$ cat config.mk
export PLATFORM = sky130hd
export DESIGN_NAME = motor_drive
export DESIGN_NICKNAME = d
export VERILOG_FILES = /design/src/rtl/motor_pkg.sv /design/src/rtl/motor_drive_pwm_channel.sv /design/src/rtl/motor_drive.sv
export SDC_FILE = /design/constraint.sdc
export NUM_CORES = 1
export LEC_CHECK = 0
export ABC_AREA = 1
export BUFFER_PORTS_ARGS = -buffer_cell sky130_fd_sc_hd__buf_2
export CORE_MARGIN = 2
export CORE_UTILIZATION = 67
export DETAILED_ROUTE_END_ITERATION = 6
export PLACE_DENSITY = 0.89
export SLEW_MARGIN = 20
export SYNTH_ARGS = -nofsm -noshare
export SYNTH_HDL_FRONTEND = slang
export SYNTH_SLANG_ARGS = --single-unit
$ cat constraint.sdc
create_clock -name clk -period 3.2 [get_ports clk]
set_input_delay 0.16 -clock clk [delete_from_list [all_inputs] [get_ports clk]]
set_output_delay 0.16 -clock clk [all_outputs]
set_load 0.1 [all_outputs]
$ cat src/rtl/motor_pkg.sv
`default_nettype none
// +----------------------------------------------------------------------------+
// | motor_pkg : mode, H-bridge direction and tracker command encodings         |
// | Rev 1.0                                                                    |
// +----------------------------------------------------------------------------+
package motor_pkg;

  typedef enum logic [2:0] {
    MODE_IDLE   = 3'd0,
    MODE_FWD    = 3'd1,
    MODE_TURN_L = 3'd2,
    MODE_TURN_R = 3'd3,
    MODE_SEARCH = 3'd4
  } mode_e;

  localparam logic [1:0] DIR_FWD   = 2'b10;
  localparam logic [1:0] DIR_REV   = 2'b01;
  localparam logic [1:0] DIR_COAST = 2'b00;

  localparam logic [1:0] CMD_FWD   = 2'b11;
  localparam logic [1:0] CMD_LEFT  = 2'b10;
  localparam logic [1:0] CMD_RIGHT = 2'b01;
  localparam logic [1:0] CMD_NONE  = 2'b00;

  localparam logic LEFT  = 1'b0;
  localparam logic RIGHT = 1'b1;

  function automatic int clamp_duty(input int value, input int period);
    return (value > period) ? period : value;
  endfunction

endpackage
`default_nettype wire

$ cat src/rtl/motor_drive_pwm_channel.sv
`default_nettype none
// +----------------------------------------------------------------------------+
// | pwm_channel : one H-bridge channel, dir/duty latched at PWM wrap           |
// | Optional duty ramping with MOTOR_RAMP_EN.  Rev 1.0                         |
// +----------------------------------------------------------------------------+
module pwm_channel #(
  parameter int PWM_PERIOD = 1024,
  parameter int RAMP_STEP  = 16,
  parameter int DW         = $clog2(PWM_PERIOD + 1)
) (
  input  logic          clk,
  input  logic          reset,
  input  logic [DW-1:0] cnt,
  input  logic          wrap,
  input  logic [1:0]    tgt_dir,
  input  logic [DW-1:0] tgt_duty,
  output logic [1:0]    dir,
  output logic          pwm
);
  import motor_pkg::*;

`ifdef MOTOR_RAMP_EN
  localparam bit RAMP_EN = 1'b1;
`else
  localparam bit RAMP_EN = 1'b0;
`endif

  localparam int          STEP_I = (RAMP_STEP < 1) ? 1 : clamp_duty(RAMP_STEP, PWM_PERIOD);
  localparam logic [DW:0] STEP   = (DW+1)'(STEP_I);

  logic [1:0]    dir_q, dir_d;
  logic [DW-1:0] duty_q, duty_d;
  logic [DW:0]   duty_x, tgt_x;
  logic [DW-1:0] down, toward;

  always_comb begin
    duty_x = {1'b0, duty_q};
    tgt_x  = {1'b0, tgt_duty};
    down   = (duty_x > STEP) ? DW'(duty_x - STEP) : '0;
    if (duty_x > tgt_x) begin
      toward = (duty_x - tgt_x > STEP) ? DW'(duty_x - STEP) : tgt_duty;
    end else begin
      toward = (tgt_x - duty_x > STEP) ? DW'(duty_x + STEP) : tgt_duty;
    end
    dir_d  = dir_q;
    duty_d = duty_q;
    if (wrap) begin
      if (!RAMP_EN) begin
        dir_d  = tgt_dir;
        duty_d = tgt_duty;
      end else if (dir_q != tgt_dir) begin
        // never reverse a bridge under load: wind down first, flip at zero
        duty_d = down;
        if (down == '0) dir_d = tgt_dir;
      end else begin
        duty_d = toward;
      end
    end
  end

  always_ff @(posedge clk or posedge reset) begin
    if (reset) begin
      dir_q  <= DIR_COAST;
      duty_q <= '0;
    end else begin
      dir_q  <= dir_d;
      duty_q <= duty_d;
    end
  end

  assign dir = dir_q;
  assign pwm = (cnt < duty_q);

endmodule
`default_nettype wire

$ cat src/rtl/motor_drive.sv
`default_nettype none
// +----------------------------------------------------------------------------+
// | motor_drive : line-tracker steering FSM driving two PWM H-bridge channels  |
// | Option macro: MOTOR_RAMP_EN (duty ramping).  Rev 1.0                       |
// +----------------------------------------------------------------------------+
module motor_drive #(
  parameter int PWM_PERIOD    = 1024,
  parameter int DUTY_FAST     = 768,
  parameter int DUTY_SLOW     = 256,
  parameter int LOST_CYCLES   = 5_000_000,
  parameter int SEARCH_CYCLES = 100_000_000,
  parameter int RAMP_STEP     = 16
) (
  input  logic       clk,
  input  logic       reset,
  input  logic       run,
  input  logic [1:0] cmd,
  output logic [1:0] dir_left,
  output logic [1:0] dir_right,
  output logic       pwm_left,
  output logic       pwm_right,
  output logic [2:0] mode
);
  import motor_pkg::*;

  localparam int DW = $clog2(PWM_PERIOD + 1);
  localparam int LW = (LOST_CYCLES > 1) ? $clog2(LOST_CYCLES) : 1;
  localparam int SW = (SEARCH_CYCLES > 1) ? $clog2(SEARCH_CYCLES) : 1;

  localparam logic [DW-1:0] FAST        = DW'(clamp_duty(DUTY_FAST, PWM_PERIOD));
  localparam logic [DW-1:0] SLOW        = DW'(clamp_duty(DUTY_SLOW, PWM_PERIOD));
  localparam logic [DW-1:0] CNT_LAST    = DW'(PWM_PERIOD - 1);
  localparam logic [LW-1:0] LOST_LAST   = LW'(LOST_CYCLES - 1);
  localparam logic [SW-1:0] SEARCH_LAST = SW'(SEARCH_CYCLES - 1);

  mode_e         mode_q, mode_d;
  logic          last_turn_q, last_turn_d;
  logic [LW-1:0] lost_cnt_q, lost_cnt_d;
  logic [SW-1:0] search_cnt_q, search_cnt_d;
  logic [DW-1:0] cnt_q, cnt_d;
  logic          wrap;

  logic [1:0]    tgt_dir_left, tgt_dir_right;
  logic [DW-1:0] tgt_duty_left, tgt_duty_right;

  assign wrap  = (cnt_q == CNT_LAST);
  assign cnt_d = wrap ? '0 : cnt_q + 1'b1;

  always_comb begin
    mode_d       = mode_q;
    last_turn_d  = last_turn_q;
    lost_cnt_d   = lost_cnt_q;
    search_cnt_d = '0;
    if (!run) begin
      mode_d     = MODE_IDLE;
      lost_cnt_d = '0;
    end else begin
      case (cmd)
        CMD_FWD: begin
          mode_d     = MODE_FWD;
          lost_cnt_d = '0;
        end
        CMD_LEFT: begin
          mode_d      = MODE_TURN_L;
          last_turn_d = LEFT;
          lost_cnt_d  = '0;
        end
        CMD_RIGHT: begin
          mode_d      = MODE_TURN_R;
          last_turn_d = RIGHT;
          lost_cnt_d  = '0;
        end
        default: begin
          case (mode_q)
            MODE_IDLE: lost_cnt_d = '0;
            MODE_SEARCH: begin
              if (search_cnt_q == SEARCH_LAST) mode_d = MODE_IDLE;
              else search_cnt_d = search_cnt_q + 1'b1;
            end
            default: begin
              // line lost while driving: coast on the last command until patience runs out
              if (lost_cnt_q == LOST_LAST) begin
                mode_d     = MODE_SEARCH;
                lost_cnt_d = '0;
              end else begin
                lost_cnt_d = lost_cnt_q + 1'b1;
              end
            end
          endcase
        end
      endcase
    end
  end

  always_ff @(posedge clk or posedge reset) begin
    if (reset) begin
      mode_q       <= MODE_IDLE;
      last_turn_q  <= LEFT;
      lost_cnt_q   <= '0;
      search_cnt_q <= '0;
      cnt_q        <= '0;
    end else begin
      mode_q       <= mode_d;
      last_turn_q  <= last_turn_d;
      lost_cnt_q   <= lost_cnt_d;
      search_cnt_q <= search_cnt_d;
      cnt_q        <= cnt_d;
    end
  end

  always_comb begin
    tgt_dir_left   = DIR_COAST;
    tgt_dir_right  = DIR_COAST;
    tgt_duty_left  = '0;
    tgt_duty_right = '0;
    case (mode_q)
      MODE_FWD: begin
        tgt_dir_left   = DIR_FWD;
        tgt_dir_right  = DIR_FWD;
        tgt_duty_left  = FAST;
        tgt_duty_right = FAST;
      end
      MODE_TURN_L: begin
        tgt_dir_left   = DIR_FWD;
        tgt_dir_right  = DIR_FWD;
        tgt_duty_left  = SLOW;
        tgt_duty_right = FAST;
      end
      MODE_TURN_R: begin
        tgt_dir_left   = DIR_FWD;
        tgt_dir_right  = DIR_FWD;
        tgt_duty_left  = FAST;
        tgt_duty_right = SLOW;
      end
      MODE_SEARCH: begin
        tgt_dir_left   = (last_turn_q == LEFT) ? DIR_REV : DIR_FWD;
        tgt_dir_right  = (last_turn_q == LEFT) ? DIR_FWD : DIR_REV;
        tgt_duty_left  = SLOW;
        tgt_duty_right = SLOW;
      end
      default: ;
    endcase
  end

  pwm_channel #(.PWM_PERIOD(PWM_PERIOD), .RAMP_STEP(RAMP_STEP), .DW(DW)) u_left (
    .clk      (clk),
    .reset    (reset),
    .cnt      (cnt_q),
    .wrap     (wrap),
    .tgt_dir  (tgt_dir_left),
    .tgt_duty (tgt_duty_left),
    .dir      (dir_left),
    .pwm      (pwm_left)
  );

  pwm_channel #(.PWM_PERIOD(PWM_PERIOD), .RAMP_STEP(RAMP_STEP), .DW(DW)) u_right (
    .clk      (clk),
    .reset    (reset),
    .cnt      (cnt_q),
    .wrap     (wrap),
    .tgt_dir  (tgt_dir_right),
    .tgt_duty (tgt_duty_right),
    .dir      (dir_right),
    .pwm      (pwm_right)
  );

  assign mode = mode_q;

endmodule
`default_nettype wire
Word level (Yosys, flattened, before mapping):

Index checks and enable logic that the tools add are counted.

* logic and storage cells: 59
* output and inout bits: 9
* register bits: 91
* memories kept: 0
* input port bits: 5
* latch bits: 0
* ROM bits: 0
* RAM bits: 0

* add/sub/neg operators: 3
* bitwise operators: 0
* equal/unequal tests: 14
* div/mod/pow operators: 0
* mux-type cells: 21
* $mul: 0
* shift operators: 0
* reduce and logical (&&, ||, !) cells: 10
* magnitude comparators: 2

Operators with widths (number)
* 27-bit two-way mux: 4
* 23-bit two-way mux: 3
* 23-bit case mux with 2 select lines: 1
* 10-bit case mux with 2 select lines: 2
* 27-bit by 1-bit adder with 27-bit output, second input constant: 1
* 27-bit equality test, second input constant: 1
* 23-bit by 1-bit adder with 23-bit output, second input constant: 1
* 23-bit equality test, second input constant: 1
* 11-bit < comparator: 2
* 11-bit by 1-bit adder with 11-bit output, second input constant: 1
* 11-bit by 10-bit equality test with 1-bit output, second input constant: 1
* 11-bit two-way mux: 1
* 3-bit two-way mux: 3
* 3-bit case mux with 3 select lines: 1
* 2-bit case mux with 2 select lines: 2
* 2-bit OR reduction: 4
* 3-bit by 2-bit equality test with 1-bit output, second input constant: 2
* 6-bit by 1-bit != test with 1-bit output, second input constant: 1
* 6-bit by 3-bit != test with 1-bit output, second input constant: 1
* 3-bit case mux with 2 select lines: 1
* 3-bit OR reduction: 2
* 5-bit by 2-bit != test with 1-bit output, second input constant: 1
* 2-bit equality test, second input constant: 2
* 2-bit two-way mux: 2
* 9 further kinds: 9

Logic depth before layout (Yosys ltp):

* word-level depth: 5
* mapped depth: 11
* mapped depth without buffers: 10

Cells and area by module:

From an unflattened synthesis, not the netlist that was laid out.

* cells, all modules: 721
* area, all modules: 5516.5 um2

By module, submodules not included
* motor_drive: instances 1, area an instance 4025.1 um2, cells an instance 547, sequential area each 1626.6 um2
* pwm_channel: instances 2, area an instance 745.7 um2, cells an instance 87, sequential area each 325.3 um2

Least setup slack after synthesis:

Ideal clock, no wire load.

* path type: flip-flop to output port
* from: register cnt_q[9]
* to: output pwm_left
* slack: 0.062 ns
* data arrival time: 2.978 ns
* path buffers: 0
* data required time: 3.040 ns
* stages on the path, launching flop included: 3
* path through: dfrtp_1 -> ha_1 -> a211oi_1

* longest elaborated chain between the ends: 1

RTL lines
* start, declared: line motor_drive.sv:40 `logic [DW-1:0] cnt_q, cnt_d;`
* start signal, assigned: line motor_drive.sv:107 `cnt_q <= cnt_d;`
* 11-bit < comparator: line motor_drive_pwm_channel.sv:72 `assign pwm = (cnt < duty_q);`
* end, declared: line motor_drive.sv:20 `output logic pwm_left,`

Every way passes these cells.

Final worst setup path:

* from: register cnt_q[0]
* to: register u_right.duty_q[8]

* longest elaborated chain between the ends: 1

RTL lines
* 11-bit by 10-bit equality test with 1-bit output: line motor_drive.sv:46 `assign wrap = (cnt_q == CNT_LAST);`
* end signal, assigned: line motor_drive_pwm_channel.sv:67 `duty_q <= duty_d;`
* end, declared: line motor_drive_pwm_channel.sv:32 `logic [DW-1:0] duty_q, duty_d;`

Every way passes these cells.
A chain may end at the register's enable or synchronous reset.

==> impl_metrics.ini <==
[finish]
fin_cells = 691
layout-drive-gt1-share = 0.0912
antenna_cells = 0
final_area_um2 = 4630
area_growth_pct = 8.44
nets = 623

[worst_hold_path]
hp-class = primary input to flip-flop

[drt]
vias = 3852
drt_iter0_drc = 245
finalWirelength_um = 9190
drc = 0
routedWlPerCell_um = 13.3
dr.pass1.iters = 5
vias_per_cell = 5.57
ant_nets = 0

[setup_path]
cp.arrival_ns = 2.31
r2r_setup_slack_ns = 1.19
r2r-end = u_right.duty_q[8]
path_max_fanout = 11
reg2reg_from = cnt_q[0]
startpoint = cnt_q[0]
worstSetupPathType = flip-flop to flip-flop
r2r_cells = 9
end_kind = flip-flop
endpoint = u_right.duty_q[8]
cp-start-kind = flip-flop
critPathRequiredTime_ns = 3.50

[timing]
timing.final.crit_share = 0.628
tightestPinTransition_ns = 0.607
setup_violations = 0
tns_ns = 0
finalCriticalPeriod_ns = 2.01
max_freq_ghz = 0.498
finalHoldViolations = 0
worst_clock_skew_ns = 0.00842
slew_viol_final = 0
relSlewSlack = 0.595
rsz0062_at_grt = no
whs_ns = 0.208

[logic_synthesis]
syn_nets = 602
synth-seq-cells = 73
synthCells = 588
synth.distinct_cells = 35
syn-cell-area_um2 = 4270
syn_area_per_cell_um2 = 7.26
synth_seq_area_share = 0.428
yosys_warnings = 0

[clocking]
ctsLongestPathBuffers = 2
clk_latency_ns = 0.36
cts_setup_buffers = 0
cts_tree = yes
cts_resized = 0
clk_pin_slew_worst_paths_ns = 0.08
cts.htree.levels = 3
clock-root-buffer = clkbuf_8
cts_sinks = 73
numCtsBuffers = 9

[floorplan]
die_y_um = 83.8
coreArea_um2 = 6240
num_rows = 29
start_util = 0.684
boundaryPins = 14
die_w_um = 83.8
dieArea_um2 = 7030

[grt]
grt_overflow = 0
antenna_found_initial = 0
grt_start_max_net_pins = 46
grt_pass1_vias = 3661
grt_first_pass_wirelength_um = 16000
grt_usage = 0.280

[pwr]
ir_worst_vdd_mv = 0.360
power_density_nw_per_um2 = 393
cellLeakagePower_uw = 0.00214

[placement]
place_inst = 674
place_area_um2 = 4420
dp_hpwl_um = 6610
numPortBuffers = 13
place_congestion = 0.968

[flow_run]
maxCapViolCount = 0

[run_status]
status = finished, final reports clean
## through the flow
step | total power, uW | setup WS (ns) | utilization
6_report | 1820 | 1.19 | 0.742
5_1_grt | 1870 | 0.892 | 0.742
4_1_cts | 1830 | 1.21 | 0.742
3_5_place_dp | 1100 | 1.23 | 0.707
3_3_place_gp | 1090 | 1.42 | 0.707
2_1_floorplan | 1070 | 0.0618 | -
## final cells by class
cell class                 count  area (um2)
clock buffer                  11         151
clock inverter                 5        53.8
fill                         482        1610
inverter                      83         312
multi-input combinational    427        2100
sequential                    73        1830
tap                           77        96.3
timing repair buffer          15        95.1
## worst min path at each step
stage               startpoint          end  slack [ns]  depth (start not counted)
finish                     run  last_turn_q        0.21                          4
global route               run  last_turn_q        0.25                          4
CTS                        run  last_turn_q        0.20                          4
detailed placement       reset     cnt_q[4]        0.26                          2
global placement         reset     cnt_q[4]        0.26                          2
floorplan                  run  last_turn_q        0.37                          3
## Yosys cell counts (all sizes together)
library cell  instances  area (um2)
a31oi                 1        6.26
clkinv                1        3.75
buf                   5        36.3
xor2                 19         166
a211oi                2        15.0
nor3                 29         155
nand3                41         210
o22ai                 1        6.26
dfrtp                73        1830
nor3b                 2        15.0
o21ai                20         111
a21oi                 6        30.0
nor4                  4        25.0
ha                    9         113
and2                  1        6.26
o21a                  1        7.51
a31o                  1        8.76
nand2               142         538
and3                  2        12.5
nor2                120         490
nand3b                2        15.0
nand4                21         138
inv                  82         308
xnor2                 3        26.3
## per-layer routing
layer,up-vias,global-route usage,wire (um)
met3,21,0.0406,522
met5,-,0,0
li1,1910,-,-
met1,1786,0.375,4080
met2,135,0.455,4370
met4,0,0.123,210
## critical path: stages, from the launching register on
cell and delay (ns):
dfrtp_1 0.39, ha_1 0.20, nand2_1 0.07, nor2_2 0.14, nand4_1 0.12, nor2_1 0.18
nand4_1 0.36, clkinv_1 0.26, o21ai_0 0.14, nand2_1 0.08
## placed cells by master (no fill, tap or decap), drive strengths merged, types with 2 or more instances in the layout
cell,instances
nand3b,2
nand3,41
a21oi,6
inv,82
nand2,142
nor3b,2
nand4,21
a211oi,2
clkinv,5
xnor2,3
o21ai,20
clkbuf,11
nor4,4
nor3,29
xor2,19
buf,14
nor2,120
and3,2
ha,9
dfrtp,73
## what timing repair did
item                                    4_1_cts  5_1_grt
hold endpoints to repair                     28        0
hold buffers                                  1        0
endpoints found under the setup margin        0        0
## sequential cells by signal, indices dropped and copies added, names as in the netlist
signal          count
u_left.duty_q       2
mode                3
u_right.duty_q      2
cnt_q              11
last_turn_q         1
u_right.dir         2
u_left.dir          2
search_cnt_q       27
lost_cnt_q         23
## logic make-up (layout without fill, tap and decap cells)
family          after synthesis  in the layout  synth area share
compound gates               32             32            0.0434
xor+xnor                     22             22            0.0451
fa+ha+maj                     9              9            0.0264
buf+inv                      88            114            0.0815
flops                        73             73             0.428
simple gates                364            364             0.376
## report_power, final
group          leakage [uW]  total [uW]  internal, uW  switching, uW
Clock              0.000109         741           400            341
Combinational       0.00103         130          32.1           97.7
Sequential          0.00100         950           935           15.2
Note: power is estimated with default switching activity, not from simulation.
